$ cat src/rtl/trdb_packet_sched.sv
// Trace packet scheduler: in-order request FIFO between the priority stage and the
// packet emitter, with address-difference feedback, drop accounting and a flush/drain FSM.
package trdb_pkg;
  localparam int unsigned XLEN = 32;
  localparam int unsigned KW   = $clog2(XLEN) + 1;

  typedef enum logic [1:0] {
    F_OPT_EXT    = 2'h0,
    F_DIFF_DELTA = 2'h1,
    F_ADDR_ONLY  = 2'h2,
    F_SYNC       = 2'h3
  } trdb_format_e;

  typedef enum logic [1:0] {
    SF_START   = 2'h0,
    SF_TRAP    = 2'h1,
    SF_CONTEXT = 2'h2,
    SF_UNDEF   = 2'h3
  } trdb_subformat_e;
endpackage

module trdb_packet_sched
  import trdb_pkg::*;
#(
  parameter int unsigned DEPTH = 4
) (
  input  logic                    clk_i,
  input  logic                    rst_ni,
  input  logic                    req_valid_i,
  output logic                    req_ready_o,
  input  trdb_format_e            req_format_i,
  input  trdb_subformat_e         req_subformat_i,
  input  logic [KW-1:0]           req_keep_bits_i,
  input  logic [XLEN-1:0]         req_addr_i,
  output logic [XLEN-1:0]         diff_addr_o,
  output logic [XLEN-1:0]         last_addr_o,
  output logic                    pkt_valid_o,
  input  logic                    pkt_ready_i,
  output trdb_format_e            pkt_format_o,
  output trdb_subformat_e         pkt_subformat_o,
  output logic [KW-1:0]           pkt_keep_bits_o,
  output logic [XLEN-1:0]         pkt_addr_o,
  input  logic                    flush_i,
  output logic                    flush_done_o,
  output logic [$clog2(DEPTH):0]  level_o,
  output logic                    overflow_o,
  output logic [15:0]             drop_cnt_o
);

  localparam int unsigned PW = $clog2(DEPTH);
  localparam int unsigned LW = PW + 1;

  localparam logic [1:0] S_RUN   = 2'd0;
  localparam logic [1:0] S_FLUSH = 2'd1;
  localparam logic [1:0] S_DONE  = 2'd2;

  logic [1:0]      state_q, state_d;
  logic [PW-1:0]   wr_ptr_q, rd_ptr_q;
  logic [LW-1:0]   level_q;
  logic [XLEN-1:0] last_addr_q;
  logic [15:0]     drop_cnt_q;
  logic            overflow_q;

  trdb_format_e    fmt_mem   [DEPTH];
  trdb_subformat_e sub_mem   [DEPTH];
  logic [KW-1:0]   keep_mem  [DEPTH];
  logic [XLEN-1:0] addr_mem  [DEPTH];

  logic full, empty, push, pop, drop;

  assign full  = (level_q == LW'(DEPTH));
  assign empty = (level_q == '0);

  assign req_ready_o = (state_q == S_RUN) && !full;
  assign push        = req_valid_i && req_ready_o;
  assign pkt_valid_o = !empty;
  assign pop         = pkt_valid_o && pkt_ready_i;
  // Requests arriving outside RUN are ignored silently; only a full FIFO in RUN drops.
  assign drop        = req_valid_i && (state_q == S_RUN) && full;

  always_comb begin
    state_d = state_q;
    case (state_q)
      S_RUN:   if (flush_i)  state_d = S_FLUSH;
      S_FLUSH: if (empty)    state_d = S_DONE;
      S_DONE:  if (!flush_i) state_d = S_RUN;
      default:               state_d = S_RUN;
    endcase
  end

  always_ff @(posedge clk_i) begin
    if (!rst_ni) begin
      state_q     <= S_RUN;
      wr_ptr_q    <= '0;
      rd_ptr_q    <= '0;
      level_q     <= '0;
      last_addr_q <= '0;
      drop_cnt_q  <= '0;
      overflow_q  <= 1'b0;
    end else begin
      state_q    <= state_d;
      overflow_q <= drop;
      if (push) begin
        wr_ptr_q    <= wr_ptr_q + PW'(1);
        last_addr_q <= req_addr_i;
      end
      if (pop) rd_ptr_q <= rd_ptr_q + PW'(1);
      if (push && !pop)      level_q <= level_q + LW'(1);
      else if (pop && !push) level_q <= level_q - LW'(1);
      if (drop && (drop_cnt_q != '1)) drop_cnt_q <= drop_cnt_q + 16'd1;
    end
  end

  always_ff @(posedge clk_i) begin
    if (push) begin
      fmt_mem[wr_ptr_q]  <= req_format_i;
      sub_mem[wr_ptr_q]  <= req_subformat_i;
      keep_mem[wr_ptr_q] <= req_keep_bits_i;
      addr_mem[wr_ptr_q] <= req_addr_i;
    end
  end

  assign pkt_format_o    = pkt_valid_o ? fmt_mem[rd_ptr_q]  : F_ADDR_ONLY;
  assign pkt_subformat_o = pkt_valid_o ? sub_mem[rd_ptr_q]  : SF_UNDEF;
  assign pkt_keep_bits_o = pkt_valid_o ? keep_mem[rd_ptr_q] : '0;
  assign pkt_addr_o      = pkt_valid_o ? addr_mem[rd_ptr_q] : '0;

  assign diff_addr_o  = req_addr_i - last_addr_q;
  assign last_addr_o  = last_addr_q;
  assign flush_done_o = (state_q == S_DONE);
  assign level_o      = level_q;
  assign overflow_o   = overflow_q;
  assign drop_cnt_o   = drop_cnt_q;

endmodule

$ cat config.mk
export PLATFORM = sky130hd
export DESIGN_NAME = trdb_packet_sched
export DESIGN_NICKNAME = d
export VERILOG_FILES = /design/src/rtl/trdb_packet_sched.sv
export SDC_FILE = /design/constraint.sdc
export NUM_CORES = 1
export LEC_CHECK = 0
export ABC_AREA = 0
export CAP_MARGIN = 20
export CORE_MARGIN = 5
export CORE_UTILIZATION = 35
export CTS_CLUSTER_DIAMETER = 120
export DETAILED_ROUTE_END_ITERATION = 6
export PLACE_DENSITY_LB_ADDON = 0.05
export SLEW_MARGIN = 5
export SYNTH_ARGS = -nofsm -noshare
export SYNTH_HDL_FRONTEND = slang
export SYNTH_SLANG_ARGS = --single-unit
export TNS_END_PERCENT = 1
$ cat constraint.sdc
create_clock -name clk_i -period 2.39 [get_ports clk_i]
set_input_delay 0.239 -clock clk_i [delete_from_list [all_inputs] [get_ports clk_i]]
set_output_delay 0.239 -clock clk_i [all_outputs]
set_load 0.02 [all_outputs]
# Word level (Yosys, flattened, before mapping)
# Memories as Yosys holds them, arrays and structs flattened. A register that Yosys moved wholly into a read port is not among the register bits.
# Cells that the tools add are included.
# totals
latchBits	0
ff_bits	58
out_inout_bits	129
memories	4
mem_bits_rw	168
word_cells	60
romBits	0
in_bits	47
# classes
shifts	0
mux	20
eq_ne	7
n_mul	0
magnitude_cmp	0
div_mod_pow	0
reduce_logical	16
add_sub_neg	6
bitwise_logic	0
# memory_table
name	depth	width	read_ports	rd_clocked_by_memory_dff	write_ports	line_no	text
addr_mem	4	32	1	1	1	67	logic [XLEN-1:0] addr_mem [DEPTH];
keep_mem	4	6	1	1	1	66	logic [KW-1:0] keep_mem [DEPTH];
fmt_mem	4	2	1	1	1	64	trdb_format_e fmt_mem [DEPTH];
sub_mem	4	2	1	1	1	65	trdb_subformat_e sub_mem [DEPTH];
# op_table
cell	n
32-bit two-way mux	1
32-bit subtractor	1
2-bit two-way mux	13
16-bit by 1-bit adder with 16-bit output (second input constant)	1
16-bit inequality test (second input constant)	1
1-bit logical AND	8
3-bit two-way mux	2
6-bit two-way mux	1
2-bit inequality test (second input constant)	3
2-bit one-hot mux with 3 select lines	1
2-bit by 1-bit adder with 2-bit output (second input constant)	2
1-bit logical NOT	4
3-bit by 1-bit adder with 3-bit output (second input constant)	1
3-bit equality test (second input constant)	1
3-bit logical NOT	1
3-bit AND reduction	1
3-bit by 1-bit subtractor with 3-bit output (second input constant)	1
2-bit by 1-bit equality test with 1-bit output (second input constant)	1
2-bit equality test (second input constant)	1
2-bit logical NOT	1
1-bit two-way mux	2
2-bit nonzero test	1

# Logic depth before layout (Yosys ltp)
# Gate-level depths: netlist (run 1).
# depth
word_depth	8
mapped_depth	11
depth_no_buf	10

# Least setup slack after synthesis (run 1)
# Ideal clock, no wire load.
# synth_timing
kind	register to register
start	reg level_q[0] (netlist: level_o[0])
end	reg level_q[2] (netlist: level_o[2])
required_time_ns	2.320
setup_ns	0.070
period_less_slack_ns	2.990
n_path_buf	1
arrival_time_ns	2.919
stages_incl_launch_ff	12
setup_slack_ns	-0.600
cell_sequence	dfxtp_1 nor3b_2 nor3_2 nand2_1 inv_2 clkbuf_1 ha_1 inv_1 fa_1 xor2_1 or3_1 a21oi_1
# synth_between
elab_chain_len	7
elab_cells_between_ends	16
classes_between	add/sub (2); eq/ne (1); mux (2); reduce/logical (11)
# synth_rtl
item	line_no	text
from (decl)	59	logic [LW-1:0] level_q;
from (signal assigned)	108	if (push && !pop) level_q <= level_q + LW'(1);
from (signal assigned)	109	else if (pop && !push) level_q <= level_q - LW'(1);
3-bit equality test (*)	71	assign full = (level_q == LW'(DEPTH));
1-bit logical NOT (*)	74	assign req_ready_o = (state_q == S_RUN) && !full;
1-bit logical AND (*)	74	
via req_ready_o	30	output logic req_ready_o,
1-bit logical AND (*)	75	assign push = req_valid_i && req_ready_o;
via push	69	logic full, empty, push, pop, drop;
1-bit logical NOT	109	
1-bit logical AND	109	
2-bit nonzero test (no line)	-	
# The timed path passes the listed nets; every way through them passes the cells marked *. The select of a mux whose other input is x is not followed.
# A chain may end at the register's enable or synchronous reset.

# Worst setup path in the final report (run 1)
# layout_timing
start	reg last_addr_q[0] (netlist: last_addr_o[0])
end	out diff_addr_o[26]
# layout_between
elab_chain_len	1
# layout_rtl
item	line_no	text
from (decl)	60	logic [XLEN-1:0] last_addr_q;
from (signal assigned)	105	last_addr_q <= req_addr_i;
32-bit subtractor	128	assign diff_addr_o = req_addr_i - last_addr_q;
to (decl)	35	output logic [XLEN-1:0] diff_addr_o,
# Every way passes these cells.

==> results of run 1 <==
## timing repair
| item | 4_1_cts | 5_1_grt |
|---|---|---|
| setup endpoints to repair | 73 | 66 |
| gates resized for setup | 233 | 89 |
| pin swaps | 25 | 25 |
| buffers inserted | 3 | 3 |
## report_power, final
group	internal (mW)	switching [mW]
Combinational	3.60	3.94
Sequential	4.78	0.200
Clock	2.05	1.61
## worst max-delay path, cell delays in order (launching register included)
cell and delay [ns]:
dfxtp_2 0.33, ha_4 0.16, fa_2 0.39, nand2b_4 0.16, a21oi_4 0.15, o211ai_1 0.16
a21boi_2 0.21, mux2_4 0.33, nor2_4 0.08, buf_6 0.12
## per-layer routing
metal	part of all wire [%]	vias to the layer above
met3	6.4	30
met2	44	176
met1	47	3857
met5	0	-
li1	-	3905
met4	1.8	0
## logic make-up after synthesis
group / after synthesis
xor+xnor: 45
flops: 228
buf+inv: 84
fa+ha+maj: 39
simple gates: 278
compound gates: 140
mux: 45
## synthesized netlist by cell type, drive strengths merged, types with 4 or more instances
master,number
xnor2,27
a21oi,73
nand4,14
and3,7
nor3,11
and2,44
and4,4
edfxtp,168
nor2,47
nand3,20
clkbuf,31
ha,37
nor4,6
nand2b,5
nor2b,4
buf,4
dfxtp,60
nand2,105
o21ai,24
a211oi,6
xor2,18
mux4,42
inv,49
## path summary, 6_finish.rpt
kind                                     start               to  depth (start not counted)
worst min register to register  last_addr_o[6]   last_addr_o[6]                          2
worst max register to register      level_o[0]       level_o[2]                          9
worst min-delay path            req_addr_i[15]  last_addr_o[15]                          3
worst max-delay path            last_addr_o[0]  diff_addr_o[26]                          9
## area by class of cell
type	instances	area share [%]
Sequential cell	228	39.8
Multi-Input combinational cell	547	30.1
Timing Repair Buffer	375	20.8
Clock buffer	27	4.02
Tap cell	390	3.10
Inverter	49	1.18
Clock inverter	19	0.906
## registers in the layout (all words and copies together) (netlist names), named ones only
signal	count
addr_mem	128
last_addr_o	32
keep_mem	24
drop_cnt_o	16
fmt_mem	8
sub_mem	8
level_o	3
rd_ptr_q	2
state_q	2
wr_ptr_q	2
overflow_o	1
==> run_results.csv, run 1 <==
group,metric,value,unit
status,status,"finished, violations left",
status,violations,"negative setup slack",
setup_path,required,2.15,ns
sta,min_period,2.87,ns
cts,postCtsHoldBufs,0,
yosys,synth-xor-area-share,3.70,%
yosys,ys_seq_area_share,58.6,%
cts,cts_htree_levels,1,
yosys,ys_top_cells_by_area,"edfxtp_1, dfxtp_1, mux4_2",
setup_path,cp-start-kind,"register",
setup_path,critical_path_class,"register to output port",
final_layout,final_cell_mix,"buf_4, edfxtp_1, clkdlybuf4s50_1, nand2_1, a21oi_1",
floorplan,die_width,184,µm
yosys,synth.ff_latch_count,228,
final_layout,antenna_cells,0,
detailed_routing,vias,7968,
cts,clkSinkCount,228,
cts,cts_tree,"yes",
final_layout,seq_area,6270,µm²
detailed_routing,wire_per_inst,18.8,µm
sta,hold_viol,0,
sta,rsz0062_at_grt,"yes",
yosys,yosys.area_share.adder,4.72,%
detailed_routing,viasPerCell,4.87,
detailed_routing,drc,0,
floorplan,ioPinCount,176,
placed_design,gp_congestion,0.852,
floorplan,die_h,184,µm
global_routing,grt_start_max_net_pins,43,
sta,layout_worst_path_cycle_share,120,%
placed_design,place_hpwl,21500,µm
detailed_routing,first_pass_iters,4,
placed_design,numPortBuffers,175,
yosys,synth_edf_count,168,
sta,setup_viol_count_final,50,
global_routing,grt_pass1_wl,46900,µm
final_layout,utilization,52.7,%
floorplan,core_area,29900,µm²
global_routing,grt_util_met2,26.9,%
detailed_routing,drt-total-wl,30800,µm
setup_path,critPathCaptureType,"output port",
sta,maxSlewViolCount,0,
setup_path,worstPathMaxFanout,2,
global_routing,busiest_layer,"met2",
yosys,synthesis.area,10700,µm²
power,fin_total_pwr,16.2,mW
placed_design,place_area,14400,µm²
final_layout,stdcell_count,1635,
floorplan,start_util,35.6,%
yosys,synthFlopType,"edfxtp_1",
final_layout,syn_to_final_growth,47.8,%
global_routing,grt_use_met1,26.5,%
sta,setup_slack,-0.481,ns
cts,insertion_delay,0.54,ns
sta,clock.fmax,0.348,GHz
sta,hold_ws,0.120,ns
yosys,synth_mux_area_share,9.18,%
cts,max-clock-path-buffers,3,
worst_hold_path,hold_path_class,"primary input to register",
sta,worst_pin_slew,0.464,ns
final_layout,multi_input_comb_area,4740,µm²
yosys,synth_cell_types,60,
yosys,syn_avg_cell_area,12.4,µm²
sta,fin_skew,0.0174,ns
final_layout,layout_commonest_cell,"buf_4",
global_routing,grt_pass1_vias,8168,
yosys,yosysWarnings,0,
final_layout,drive_gt1_share,35.0,%
setup_path,r2r_slack,0.31,ns
detailed_routing,ant_nets,0,
cts,cts_root_buffer,"clkbuf_16",
power,p_leak,5.75,nW
power,vdd_ir_drop_max,0.000538,V
detailed_routing,drtIter0Drc,337,
yosys,yosys.area_share.simple,12.7,%
setup_path,arrival,2.63,ns
global_routing,gr-total-overflow,0,
yosys,synth_compound_area_share,8.01,%
final_layout,fillers,2603,
global_routing,antenna_found_initial,0,
global_routing,grtUsageTotal,17.7,%
floorplan,design.die.area,34000,µm²
yosys,ys_async_sr_fraction,0,%
floorplan,num_rows,63,
final_layout,stdcell_area,15700,µm²
placed_design,place_ws,-1.19,ns
sta,slew_headroom,69.1,%
yosys,synth_nets,945,
yosys,synth_top_family_by_area,"simple AND/OR/NAND/NOR gates",
yosys,synth_top_cell_by_area,"edfxtp_1",
run,drv_cap,0,
cts,cts_made_buffers,25,
sta,fin_tns_setup,-15.12,ns
global_routing,grt_use_met3,3.47,%
final_layout,nets,1312,
cts,clk_pin_slew,0.06,ns
yosys,synth_cells,859,
placed_design,placedCellCount,1584,
power,power.density,1030,nW/µm²
yosys,synth.top_cell.area_share,47.4,%
No activity file was read; power rests on OpenSTA's default activity.
==> run 2, diff against run 1 <==
--- a/config.mk
+++ b/config.mk
@@ -6,7 +6,6 @@
 export NUM_CORES = 1
 export LEC_CHECK = 0
 export ABC_AREA = 0
-export CAP_MARGIN = 20
 export CORE_MARGIN = 5
 export CORE_UTILIZATION = 35
 export CTS_CLUSTER_DIAMETER = 120
==> results of run 2 <==
No change in the layout: final DEF, timing and power equal those of run 1.
==> RTL change, RTL diff (config.mk and constraints of run 1) <==
Remove the register `overflow_q`: a continuous assignment takes its place, so the output `overflow_o` follows one clock earlier.
--- a/src/rtl/trdb_packet_sched.sv
+++ b/src/rtl/trdb_packet_sched.sv
@@ -96,10 +96,8 @@
       level_q     <= '0;
       last_addr_q <= '0;
       drop_cnt_q  <= '0;
-      overflow_q  <= 1'b0;
     end else begin
       state_q    <= state_d;
-      overflow_q <= drop;
       if (push) begin
         wr_ptr_q    <= wr_ptr_q + PW'(1);
         last_addr_q <= req_addr_i;
@@ -110,6 +108,8 @@
       if (drop && (drop_cnt_q != '1)) drop_cnt_q <= drop_cnt_q + 16'd1;
     end
   end
+
+  assign overflow_q = drop;
 
   always_ff @(posedge clk_i) begin
     if (push) begin
Function: changed (Yosys sat finds a counterexample within 10 cycles, from zero or initial values and one cycle with rst_ni low).
==> RTL change against run 1 <==
The flow still finishes with violations (setup timing). Power shrank 2.4%. Final area shrank 4.1%. Synthesized area shrank 0.20%. Worst setup slack lost 0.25 ns. Critical path depth grew 2. Combinational power shrank 6.0%. Sequential cell count shrank 1. Wire length shrank 7.2%. Synthesized cell count shrank 4.0%. Cell count shrank 4.5%. Fmax shrank 8.1%. Worst hold slack gained 0.18 ns. Largest cell class unchanged.
==> RTL change: results <==
group,metric,value,unit
setup_path,r2r-start,"level_o[2]",
power,p_sw,0.00553,W
clock_tree,clk_latency,0.51,ns
drt,wirelength,28600,um
finish,buffer_area_frac,0.196,
grt,grt_antenna_before_repair,2,
finish,final_util,0.507,
finish,num-nonclk-buffers,338,
place,placed_area,14100,um2
run_status,violations,"setup timing",
finish,drive_above_1_share,0.313,
drt,firstDrtPassIters,5,
synthesis,ys_top_cells_by_count,"edfxtp_1, nand2_1, dfxtp_1, and2_1",
timing,worst_slack,-0.735,ns
hold_path,min_from,"rst_ni",
synthesis,synth_seq_cells,227,
finish,nFillCells,2676,
place,gp_congestion,0.817,
run_status,status,"finished with violations",
finish,clkCellAreaFrac,0.0534,
clock_tree,cts_setup_buffers,0,
finish,n_all_inverters,43,
grt,track_usage,0.166,
finish,design.seq.count,227,
grt,first_global_vias,7886,
timing,finalSetupViolations,25,
finish,clock_buffers,33,
timing,max_slew.worst_pin.slew,0.641,ns
synthesis,synth_nets,911,
finish,seq_share,0.414,
## RTL change: cell count changes after synthesis, sizes merged, moves of 4 or more
cell and delta:
nand3 -7, a21boi +36, clkbuf -6, nor2 -26, nor3 -5, a21o +4
nor2b +6, inv -7, a21oi -37, buf +8, and2 +10
## RTL change: layer usage
layer	vias to the layer above	GRT usage	share of wire
li1	3675	-	-
met1	3650	0.229	0.46
met2	166	0.275	0.47
met3	31	0.0345	0.052
met4	4	0.0311	0.018
met5	-	0	0.00073
## RTL change: path summary, 6_finish.rpt
path	endpoint	slack, ns	cells after the start
max	diff_addr_o[24]	-0.73	11
max reg2reg	level_o[2]	0.29	10
min	last_addr_o[30]	0.30	2
min reg2reg	last_addr_o[30]	0.48	2
## RTL change: power by group through the flow
stage | Sequential [W] | Combinational, W | Clock, W
finish | 0.00496 | 0.00709 | 0.00375
CTS | 0.00496 | 0.00714 | 0.00387
detailed placement | 0.00504 | 0.00744 | 0
floorplan | 0.00514 | 0.00373 | 0
global placement | 0.00503 | 0.00743 | 0
global route | 0.00501 | 0.00768 | 0.00402
## RTL change: logic make-up after synthesis
group | after synthesis | share of synthesized area
simple gates | 248 | 0.117
compound gates | 140 | 0.0902
mux | 45 | 0.0918
fa+ha+maj | 39 | 0.0473
xor+xnor | 46 | 0.0379
buf+inv | 80 | 0.0303
flops | 227 | 0.586
## RTL change: per-stage QoR
stage               hold slack [ns]  total power (W)  TNS, ns  instances  setup WS (ns)
floorplan                     0.338          0.00887    -7.59        825         -0.209
global placement              0.474           0.0125   -25.62       1513          -1.31
detailed placement            0.475           0.0125   -25.70       1513          -1.33
CTS                           0.295           0.0160   -15.28       1558         -0.857
global route                  0.344           0.0167   -15.85       1561         -0.855
finish                        0.301           0.0158   -12.11       1561         -0.735
